## src/rtl/card_pkg.sv

```systemverilog
// Shared types and constants for the card drawing blocks: draw FSM encoding,
// default VGA geometry and width helpers.
package card_pkg;

   typedef enum logic [1:0] {
      ST_IDLE   = 2'd0,
      ST_LAUNCH = 2'd1,
      ST_WAIT   = 2'd2
   } draw_state_t;

   localparam int COLOR_DEPTH = 6;
   localparam int X_W         = 10;
   localparam int Y_W         = 9;

   function automatic int clog2(input int value);
      int res;
      int v;
      res = 0;
      v   = value - 1;
      while (v > 0) begin
         res++;
         v = v >> 1;
      end
      return res;
   endfunction

   // Index width that stays at least one bit wide for tiny counts.
   function automatic int idx_width(input int value);
      return (clog2(value) > 1) ? clog2(value) : 1;
   endfunction

endpackage

```

## src/rtl/rr_picker.sv

```systemverilog
// Combinational round-robin picker: first set request at or above ptr,
// wrapping back to bit 0.
module rr_picker
#(
   parameter  int N     = 16,
   localparam int IDX_W = card_pkg::idx_width(N)
) (
   input  logic [N-1:0]     req,
   input  logic [IDX_W-1:0] ptr,
   output logic             valid,
   output logic [IDX_W-1:0] sel
);

   localparam int             IDX_W1 = IDX_W + 1;
   localparam logic [IDX_W:0] N_EXT  = IDX_W1'(N);

   logic [N-1:0]     rot;
   logic [IDX_W-1:0] enc;
   logic [IDX_W:0]   sum;

   always_comb begin
      // Rotate so that bit ptr lands at position 0, then take the lowest set bit.
      rot   = N'({req, req} >> ptr);
      valid = |req;
      enc   = '0;
      for (int i = N - 1; i >= 0; i--) begin
         if (rot[i]) enc = IDX_W'(i);
      end
      sum = {1'b0, enc} + {1'b0, ptr};
      if (sum >= N_EXT) sum = sum - N_EXT;
      sel = sum[IDX_W-1:0];
   end

endmodule

```

## src/rtl/card_draw_scheduler.sv

```systemverilog
// Draw scheduler: queues per-object redraw requests, launches one object at a
// time in round-robin order and muxes its pixel stream onto the VGA port.
//
// state  | meaning
// IDLE   | nothing drawing; launch the next pending object if any
// LAUNCH | one-cycle go pulse to cur_idx, watchdog cleared
// WAIT   | object drawing; leave on its done or on watchdog expiry
module card_draw_scheduler
#(
   parameter  int N_OBJ       = 16,
   parameter  int COLOR_DEPTH = card_pkg::COLOR_DEPTH,
   parameter  int X_W         = card_pkg::X_W,
   parameter  int Y_W         = card_pkg::Y_W,
   parameter  int TIMEOUT     = 65536,
   localparam int IDX_W       = card_pkg::idx_width(N_OBJ)
) (
   input  logic                         Clock,
   input  logic                         Reset,
   input  logic [N_OBJ-1:0]             redraw_req,
   input  logic                         redraw_all,
   output logic [N_OBJ-1:0]             obj_go,
   input  logic [N_OBJ-1:0]             obj_done,
   input  logic [N_OBJ-1:0]             obj_write,
   input  logic [N_OBJ*X_W-1:0]         obj_x_bus,
   input  logic [N_OBJ*Y_W-1:0]         obj_y_bus,
   input  logic [N_OBJ*COLOR_DEPTH-1:0] obj_color_bus,
   output logic [X_W-1:0]               vga_x,
   output logic [Y_W-1:0]               vga_y,
   output logic [COLOR_DEPTH-1:0]       vga_color,
   output logic                         vga_write,
   output logic                         busy,
   output logic [IDX_W-1:0]             cur_idx,
   output logic [N_OBJ-1:0]             pending,
   output logic                         timeout_err
);

   import card_pkg::*;

   localparam int WD_W = idx_width(TIMEOUT);

   draw_state_t      state, state_nxt;
   logic [N_OBJ-1:0] pending_q;
   logic [N_OBJ-1:0] launch_clear;
   logic [IDX_W-1:0] rr_ptr;
   logic [IDX_W-1:0] cur_idx_q;
   logic [IDX_W-1:0] next_ptr;
   logic [IDX_W-1:0] pick_ptr;
   logic [IDX_W-1:0] sel;
   logic             pick_valid;
   logic [WD_W-1:0]  wd_cnt;
   logic             done_cur;
   logic             wd_expired;
   logic             finish;
   logic             take;

   assign done_cur   = obj_done[cur_idx_q];
   assign wd_expired = (wd_cnt == WD_W'(TIMEOUT - 1));
   assign finish     = (state == ST_WAIT) && (done_cur || wd_expired);
   assign next_ptr   = (cur_idx_q == IDX_W'(N_OBJ - 1)) ? '0 : cur_idx_q + 1'b1;

   // On a finishing cycle the pick already uses the advanced pointer so the
   // back-to-back launch follows the just-served object.
   assign pick_ptr = finish ? next_ptr : rr_ptr;

   rr_picker #(
      .N (N_OBJ)
   ) u_picker (
      .req   (pending_q),
      .ptr   (pick_ptr),
      .valid (pick_valid),
      .sel   (sel)
   );

   always_comb begin
      state_nxt = state;
      take      = 1'b0;
      case (state)
         ST_IDLE: begin
            if (pick_valid) begin
               take      = 1'b1;
               state_nxt = ST_LAUNCH;
            end
         end
         ST_LAUNCH: begin
            state_nxt = ST_WAIT;
         end
         ST_WAIT: begin
            if (finish) begin
               if (pick_valid) begin
                  take      = 1'b1;
                  state_nxt = ST_LAUNCH;
               end else begin
                  state_nxt = ST_IDLE;
               end
            end
         end
         default: begin
            state_nxt = ST_IDLE;
         end
      endcase
   end

   assign launch_clear = take ? (N_OBJ'(1) << sel) : '0;

   always_ff @(posedge Clock) begin
      if (Reset) begin
         state     <= ST_IDLE;
         pending_q <= '0;
         rr_ptr    <= '0;
         cur_idx_q <= '0;
         wd_cnt    <= '0;
      end else begin
         state     <= state_nxt;
         // A set in the same cycle as the clear of that bit wins.
         pending_q <= (pending_q & ~launch_clear) | redraw_req | {N_OBJ{redraw_all}};
         if (take) cur_idx_q <= sel;
         if (finish) rr_ptr <= next_ptr;
         if (state == ST_LAUNCH) begin
            wd_cnt <= '0;
         end else if ((state == ST_WAIT) && !wd_expired) begin
            wd_cnt <= wd_cnt + 1'b1;
         end
      end
   end

   assign obj_go      = (state == ST_LAUNCH) ? (N_OBJ'(1) << cur_idx_q) : '0;
   assign busy        = (state != ST_IDLE);
   assign timeout_err = (state == ST_WAIT) && wd_expired && !done_cur;
   assign cur_idx     = cur_idx_q;
   assign pending     = pending_q;

   always_comb begin
      vga_x     = obj_x_bus[cur_idx_q*X_W +: X_W];
      vga_y     = obj_y_bus[cur_idx_q*Y_W +: Y_W];
      vga_color = obj_color_bus[cur_idx_q*COLOR_DEPTH +: COLOR_DEPTH];
      vga_write = (state != ST_IDLE) ? obj_write[cur_idx_q] : 1'b0;
   end

endmodule

```

## config.mk

```make
export PLATFORM = sky130hd
export DESIGN_NAME = card_draw_scheduler
export DESIGN_NICKNAME = d
export VERILOG_FILES = /design/src/rtl/card_pkg.sv /design/src/rtl/rr_picker.sv /design/src/rtl/card_draw_scheduler.sv
export SDC_FILE = /design/constraint.sdc
export NUM_CORES = 1
export LEC_CHECK = 0
export BUFFER_PORTS_ARGS = -buffer_cell sky130_fd_sc_hd__buf_2
export CORE_AREA = 5 5 198 200
export CTS_CLUSTER_SIZE = 25
export DETAILED_ROUTE_END_ITERATION = 10
export DIE_AREA = 0 0 203 205
export PLACE_DENSITY_LB_ADDON = 0.15
export SETUP_SLACK_MARGIN = 0.2
export SYNTH_ARGS = -nofsm -noshare
export SYNTH_HDL_FRONTEND = slang
export SYNTH_SLANG_ARGS = --single-unit
```

## constraint.sdc

```tcl
create_clock -name Clock -period 4.6 [get_ports Clock]
set_input_delay 0.23 -clock Clock [delete_from_list [all_inputs] [get_ports Clock]]
set_output_delay 0.23 -clock Clock [all_outputs]
set_load 0.1 [all_outputs]
```

# ---- Yosys cells after proc, flatten, opt, wreduce, memory -nomap -nowiden
# Cells that the tools add are included.
dict set report totals {
  reg_bits 42
  word_cells 75
  output_inout_bits 64
  in_bits 451
}
dict set report op_classes {
  n_eq_ne 6
  mul 3
  addsub 4
  bitwise 4
  n_shift 6
  order_cmp 2
  n_reduce_logical 12
  n_mux 33
}
# operator count
set ops {}
lappend ops {{$shiftx A160 B9 Y10} 1}
lappend ops {{$shiftx A144 B9 Y9} 1}
lappend ops {{$shiftx A96 B8 Y6} 1}
lappend ops {{$mux W4} 19}
lappend ops {{$mux W16} 2}
lappend ops {{$or A16 B16 Y16} 2}
lappend ops {{$shl A1 B4 Y16 const A} 2}
lappend ops {{$shr A32 B4 Y16} 1}
lappend ops {{$add A16 B1 Y16 const B} 1}
lappend ops {{$and A16 B16 Y16} 1}
lappend ops {{$eq A16 B16 Y1 const B} 1}
lappend ops {{$not A16 Y16} 1}
lappend ops {{$reduce_or A16 Y1} 1}
lappend ops {{$bmux W1 S4} 2}
lappend ops {{$mul A4 B4 Y8 const B} 1}
lappend ops {{$mul A4 B3 Y7 const B} 1}
lappend ops {{$mul A4 B2 Y6 const B} 1}
lappend ops {{$mux W1} 6}
lappend ops {{$pmux W2 S3} 1}
lappend ops {{$add A4 B4 Y5} 1}
lappend ops {{$ge A5 B5 Y1 const B} 1}
lappend ops {{$lt A4 B5 Y1 const B} 1}
lappend ops {{$add A4 B1 Y4 const B} 1}
lappend ops {{$eq A4 B4 Y1 const B} 1}
lappend ops {{other kinds (13)} 19}

# ---- Longest topological paths before layout
dict set report depth {
  depth_word 31
  ltp_mapped 22
  mapped_depth_nobuf 20
}

# ---- Hierarchy
# From an unflattened synthesis, not the netlist that was laid out.
dict set report hier_totals {
  cells_unflattened 518
  area_unflattened_um2 6470.0
}
# mod area_per_inst_um2 instances seq_area_each_um2 cells_each
set by_module_without_submodules {}
lappend by_module_without_submodules {card_draw_scheduler 5288.8 1 840.8 419}
lappend by_module_without_submodules {rr_picker 1181.1 1 0.0 99}

# ---- Least setup slack after synthesis
# No wires, ideal clock.
dict set report synth_timing {
  kind {flip-flop to flip-flop}
  startpoint {register cur_idx_q[0], in the netlist cur_idx[0]}
  endpoint {register pending_q[12], in the netlist pending[12]}
  arrival_time_ns 4.968
  period_less_slack_ns 5.117
  setup_time_ns 0.149
  path_slack_ns -0.517
  stages_incl_launch_ff 22
  cell_sequence {dfxtp_1 -> buf_2 -> inv_1 -> ha_1 -> buf_2 -> buf_2 -> mux2_2 -> mux2i_1 -> o311ai_0 -> a21oi_1 -> o21ai_0 -> a21oi_1 -> nor2_1 -> nor2_1 -> o21ai_0 -> and3b_1 -> ha_1 -> nand3_1 -> o21ba_2 -> nor3_1 -> nor3_2 -> a311oi_1}
}
dict set report synth_via {
  elab_chain_cells 31
  word_cells_on_any_way 37
}
# element line
set synth_lines {}
lappend synth_lines {{start: declaration} card_draw_scheduler.sv:45} ;# logic [IDX_W-1:0] cur_idx_q;
lappend synth_lines {{start signal: assignment} card_draw_scheduler.sv:116} ;# if (take) cur_idx_q <= sel;
lappend synth_lines {{$bmux W1 S4} card_draw_scheduler.sv:56} ;# assign done_cur = obj_done[cur_idx_q];
lappend synth_lines {{$mux W1 (not written as such)} card_draw_scheduler.sv:56}
lappend synth_lines {{$logic_or A1 B1 Y1} card_draw_scheduler.sv:58} ;# assign finish = (state == ST_WAIT) && (done_cur || wd_expired);
lappend synth_lines {{$logic_and A1 B1 Y1} card_draw_scheduler.sv:58}
lappend synth_lines {{$mux W4} --}
lappend synth_lines {{$shr A32 B4 Y16} rr_picker.sv:23} ;# rot = N'({req, req} >> ptr);
lappend synth_lines {{$mux W4 (16 in series)} rr_picker.sv:27} ;# if (rot[i]) enc = IDX_W'(i);
lappend synth_lines {{$add A4 B4 Y5} rr_picker.sv:29} ;# sum = {1'b0, enc} + {1'b0, ptr};
lappend synth_lines {{$sub A4 B1 Y4 / $ge A5 B5 Y1 (equally long branches)} rr_picker.sv:30} ;# if (sum >= N_EXT) sum = sum - N_EXT;
lappend synth_lines {{$mux W4} rr_picker.sv:30}
lappend synth_lines {{$shl A1 B4 Y16} card_draw_scheduler.sv:103} ;# assign launch_clear = take ? (N_OBJ'(1) << sel) : '0;
lappend synth_lines {{$mux W16 *} card_draw_scheduler.sv:103}
lappend synth_lines {{$not A16 Y16 *} card_draw_scheduler.sv:115} ;# pending_q <= (pending_q & ~launch_clear) | redraw_req | {N_OBJ{redraw_all}};
lappend synth_lines {{$and A16 B16 Y16 *} card_draw_scheduler.sv:115}
lappend synth_lines {{$or A16 B16 Y16 * (2 in series)} card_draw_scheduler.sv:115}
lappend synth_lines {{end signal: assignment} card_draw_scheduler.sv:115}
lappend synth_lines {{end: declaration} card_draw_scheduler.sv:42} ;# logic [N_OBJ-1:0] pending_q;
# Every way passes the cells marked *; elsewhere a longest branch is shown, timed or not. The select of a mux whose other input is x is not followed.
# A chain may end at the register's enable or synchronous reset.

# ---- Worst setup path in the final report
dict set report layout_timing {
  startpoint {register cur_idx_q[0], in the netlist cur_idx[0]}
  endpoint {register pending_q[0], in the netlist pending[0]}
}
# Same word-level chain as after synthesis.

==> results.cfg <==
[outcome]
outcome = finished clean

[floorplanning]
die_x_um = 203
die_area_mm2 = 0.0416
start_util = 0.217
rows = 71
ioPinCount = 515
core-area_mm2 = 0.0372
dieHeight_um = 205

[setup_path]
crit_required_ns = 4.75
worst-endpoint-arrival_ns = 4.45
end_kind = flip-flop
start_kind = flip-flop
crit_type = flip-flop to flip-flop
max_stage_delay_ns = 0.54
critical_path.slowest_cell = mux4_2
worst_path_dominant_cell_family = compound AO/OA/AOI/OAI gates
cp_cell_sequence = clkbuf_4, buf_4, and2_4, o311ai_4, buf_6, mux4_2, o221ai_2, nor2_1, or3b_1, and4bb_4, o311ai_4, xor2_4, xor2_4, o41ai_4, a311oi_1
critPathMaxFanout = 7
critical_path_buf_inv_count = 3

[sta]
hold_viol = 0
final.period_utilization = 0.933
max_slew_margin = 0.336
transition_at_the_pin_with_the_smallest_max_transition_slack_ns = 0.996
fin_skew_ns = 0.0112
max_clock_freq_mhz = 233
final-max-slew-violation-count = 0
setup_violations = 0
timing.final.crit_period_ns = 4.29
unrepaired_setup_endpoints_after_global_routing = true
totalNegativeSetupSlack_ns = 0

[synth]
synth-edff-count = 0
async_reset_ff_frac = 0
ys_seq_elements = 42
postSynthNetCount = 1234
synth-seq-area-share = 0.104
netlist_instances = 773
ys.warnings.count = 0
netlist-cell-type-count = 81
synthesis.area_mm2 = 0.00809
dominantRegCellSynth = dfxtp_1
synth_area_per_cell_um2 = 10.5

[drt]
wl_per_cell_um = 26.8
vias_per_cell = 5.36
drt.antenna.violating_nets = 0
drt-total-wl_um = 47700
drt_first_iter_violations = 656
drcViolationCount = 0
vias = 9531
dr.pass1.iters = 5

[grt]
grt_antenna_before_repair = 9
global_route.overflow_total = 0
first_global_vias = 9694
pin_count_of_the_biggest_net_entering_global_routing = 64
grt_first_pass_wirelength_um = 66600
track_usage = 0.212

[hold_path]
min_path_type = input pin to flip-flop

[clock_tree]
htree_num_levels = 2
worstSkewPairLatency_ns = 0.29
cts_tree = built
clkSinkCount = 42
root_buffer = clkbuf_16
clk_path_buf_depth = 2
clock_pin_slew_on_the_worst_setup_and_hold_paths_ns = 0.07
numCtsBuffers = 5

[final_layout]
fin_cells = 1778
finish.utilization = 0.324
proportion_of_layout_cells_with_a_drive_suffix_above_1 = 0.654
nNetsFinal = 1761
layout_commonest_cell = buf_2
area.growth.synth_to_final_pct = 48.9
layout.cells.most_common_list = 514 x buf_2, 145 x mux4_2, 74 x buf_4

[place]
dp.cells = 1750
place.gp.congestion = 0.920
place_hpwl_um = 39700
io_buf_count = 514

[power_and_ir_drop]
powerDensity_mw_per_mm2 = 491
p_leak_uw = 0.00509
irDropWorstVdd_mv = 0.237

[job]
max_cap_viol = 0
-- metal layers --
metal,GRT usage,part of all wire
met1,0.277,0.41
met2,0.362,0.49
met3,0.0538,0.077
met4,0.0342,0.017
met5,0,0.0014
-- worst reg2reg max path: cells and delay by family (launching register included) --
family                 cells  cell delay (ns)
AND/OR/NAND/NOR            4             0.95
XOR/XNOR                   2             0.45
buffers and inverters      3             0.53
AO/OA/AOI/OAI              5             1.29
flip-flops                 1             0.39
multiplexers               1             0.54
-- synthesized netlist by cell type, types with 12 or more instances --
cell type,n,area share
a21oi_1,15,0.0093
mux4_2,145,0.40
dfxtp_1,42,0.10
buf_1,16,0.0074
inv_1,12,0.0056
o21ai_0,18,0.011
mux2i_1,75,0.093
a211oi_1,14,0.013
nand2_1,54,0.025
nor2_1,66,0.031
nor3_1,44,0.027
buf_2,12,0.0074
mux2_2,37,0.051
clkbuf_1,39,0.018
nand3_1,13,0.0080
-- cell families (layout without fill, tap and decap cells) --
family	count (synthesis)	after routing	synth area share
AOI/OAI and AO/OA	105	105	0.100
DFF	42	42	0.104
adders and majority gates	10	10	0.0155
muxes	260	260	0.554
buffers and inverters	90	618	0.0496
xor gates and xnor gates	16	16	0.0206
and+or+nand+nor	250	250	0.156
other	0	3	0
-- stage by stage --
| step | worst slack [ns] | hold WS, ns | cell area (um^2) | power [uW] |
|---|---|---|---|---|
| finish | 0.306 | 0.276 | 12000 | 5920 |
| global route | 0.180 | 0.304 | 12000 | 6210 |
| CTS | 0.189 | 0.251 | 11600 | 5700 |
| detailed placement | -0.0747 | 0.495 | 11400 | 5290 |
| global placement | -0.0306 | 0.486 | 11400 | 5320 |
| floorplan | 0.219 | 0.439 | 8120 | 4090 |
-- flip-flops by register name, summed over array words and instances (netlist names) --
signal   flops
rr_ptr       4
pending     16
wd_cnt      16
state        2
cur_idx      4
-- power by group --
part / internal [uW] / total (uW) / switching (uW)
Combinational: 1990 / 5100 / 3100
Sequential: 398 / 456 / 58.2
Clock: 204 / 368 / 164
-- final timing paths --
kind	startpoint	endpoint	slack [ns]	depth (start not counted)
setup reg to reg	cur_idx[0]	pending[0]	0.31	15
setup / recovery	cur_idx[0]	pending[0]	0.31	15
hold reg to reg	wd_cnt[6]	wd_cnt[6]	0.51	2
hold / removal	redraw_req[0]	pending[0]	0.28	3
-- layout make-up --
class / instances / area (um^2)
Antenna cell: 3 / 7.51
Clock buffer: 5 / 125
Clock inverter: 3 / 25.0
Fill cell: 3953 / 25200
Inverter: 14 / 52.6
Multi-Input combinational cell: 641 / 7130
Sequential cell: 42 / 855
Tap cell: 474 / 593
Timing Repair Buffer: 596 / 3250
-- what timing repair did --
action                     in CTS  in global routing
cloned                          0                  1
setup endpoints to repair      18                 19
pin swaps                       2                 14
hold buffers                    0                  0
buffers inserted                0                 16
gates resized for setup         8                 51
Power figures use the tool's default switching activity.
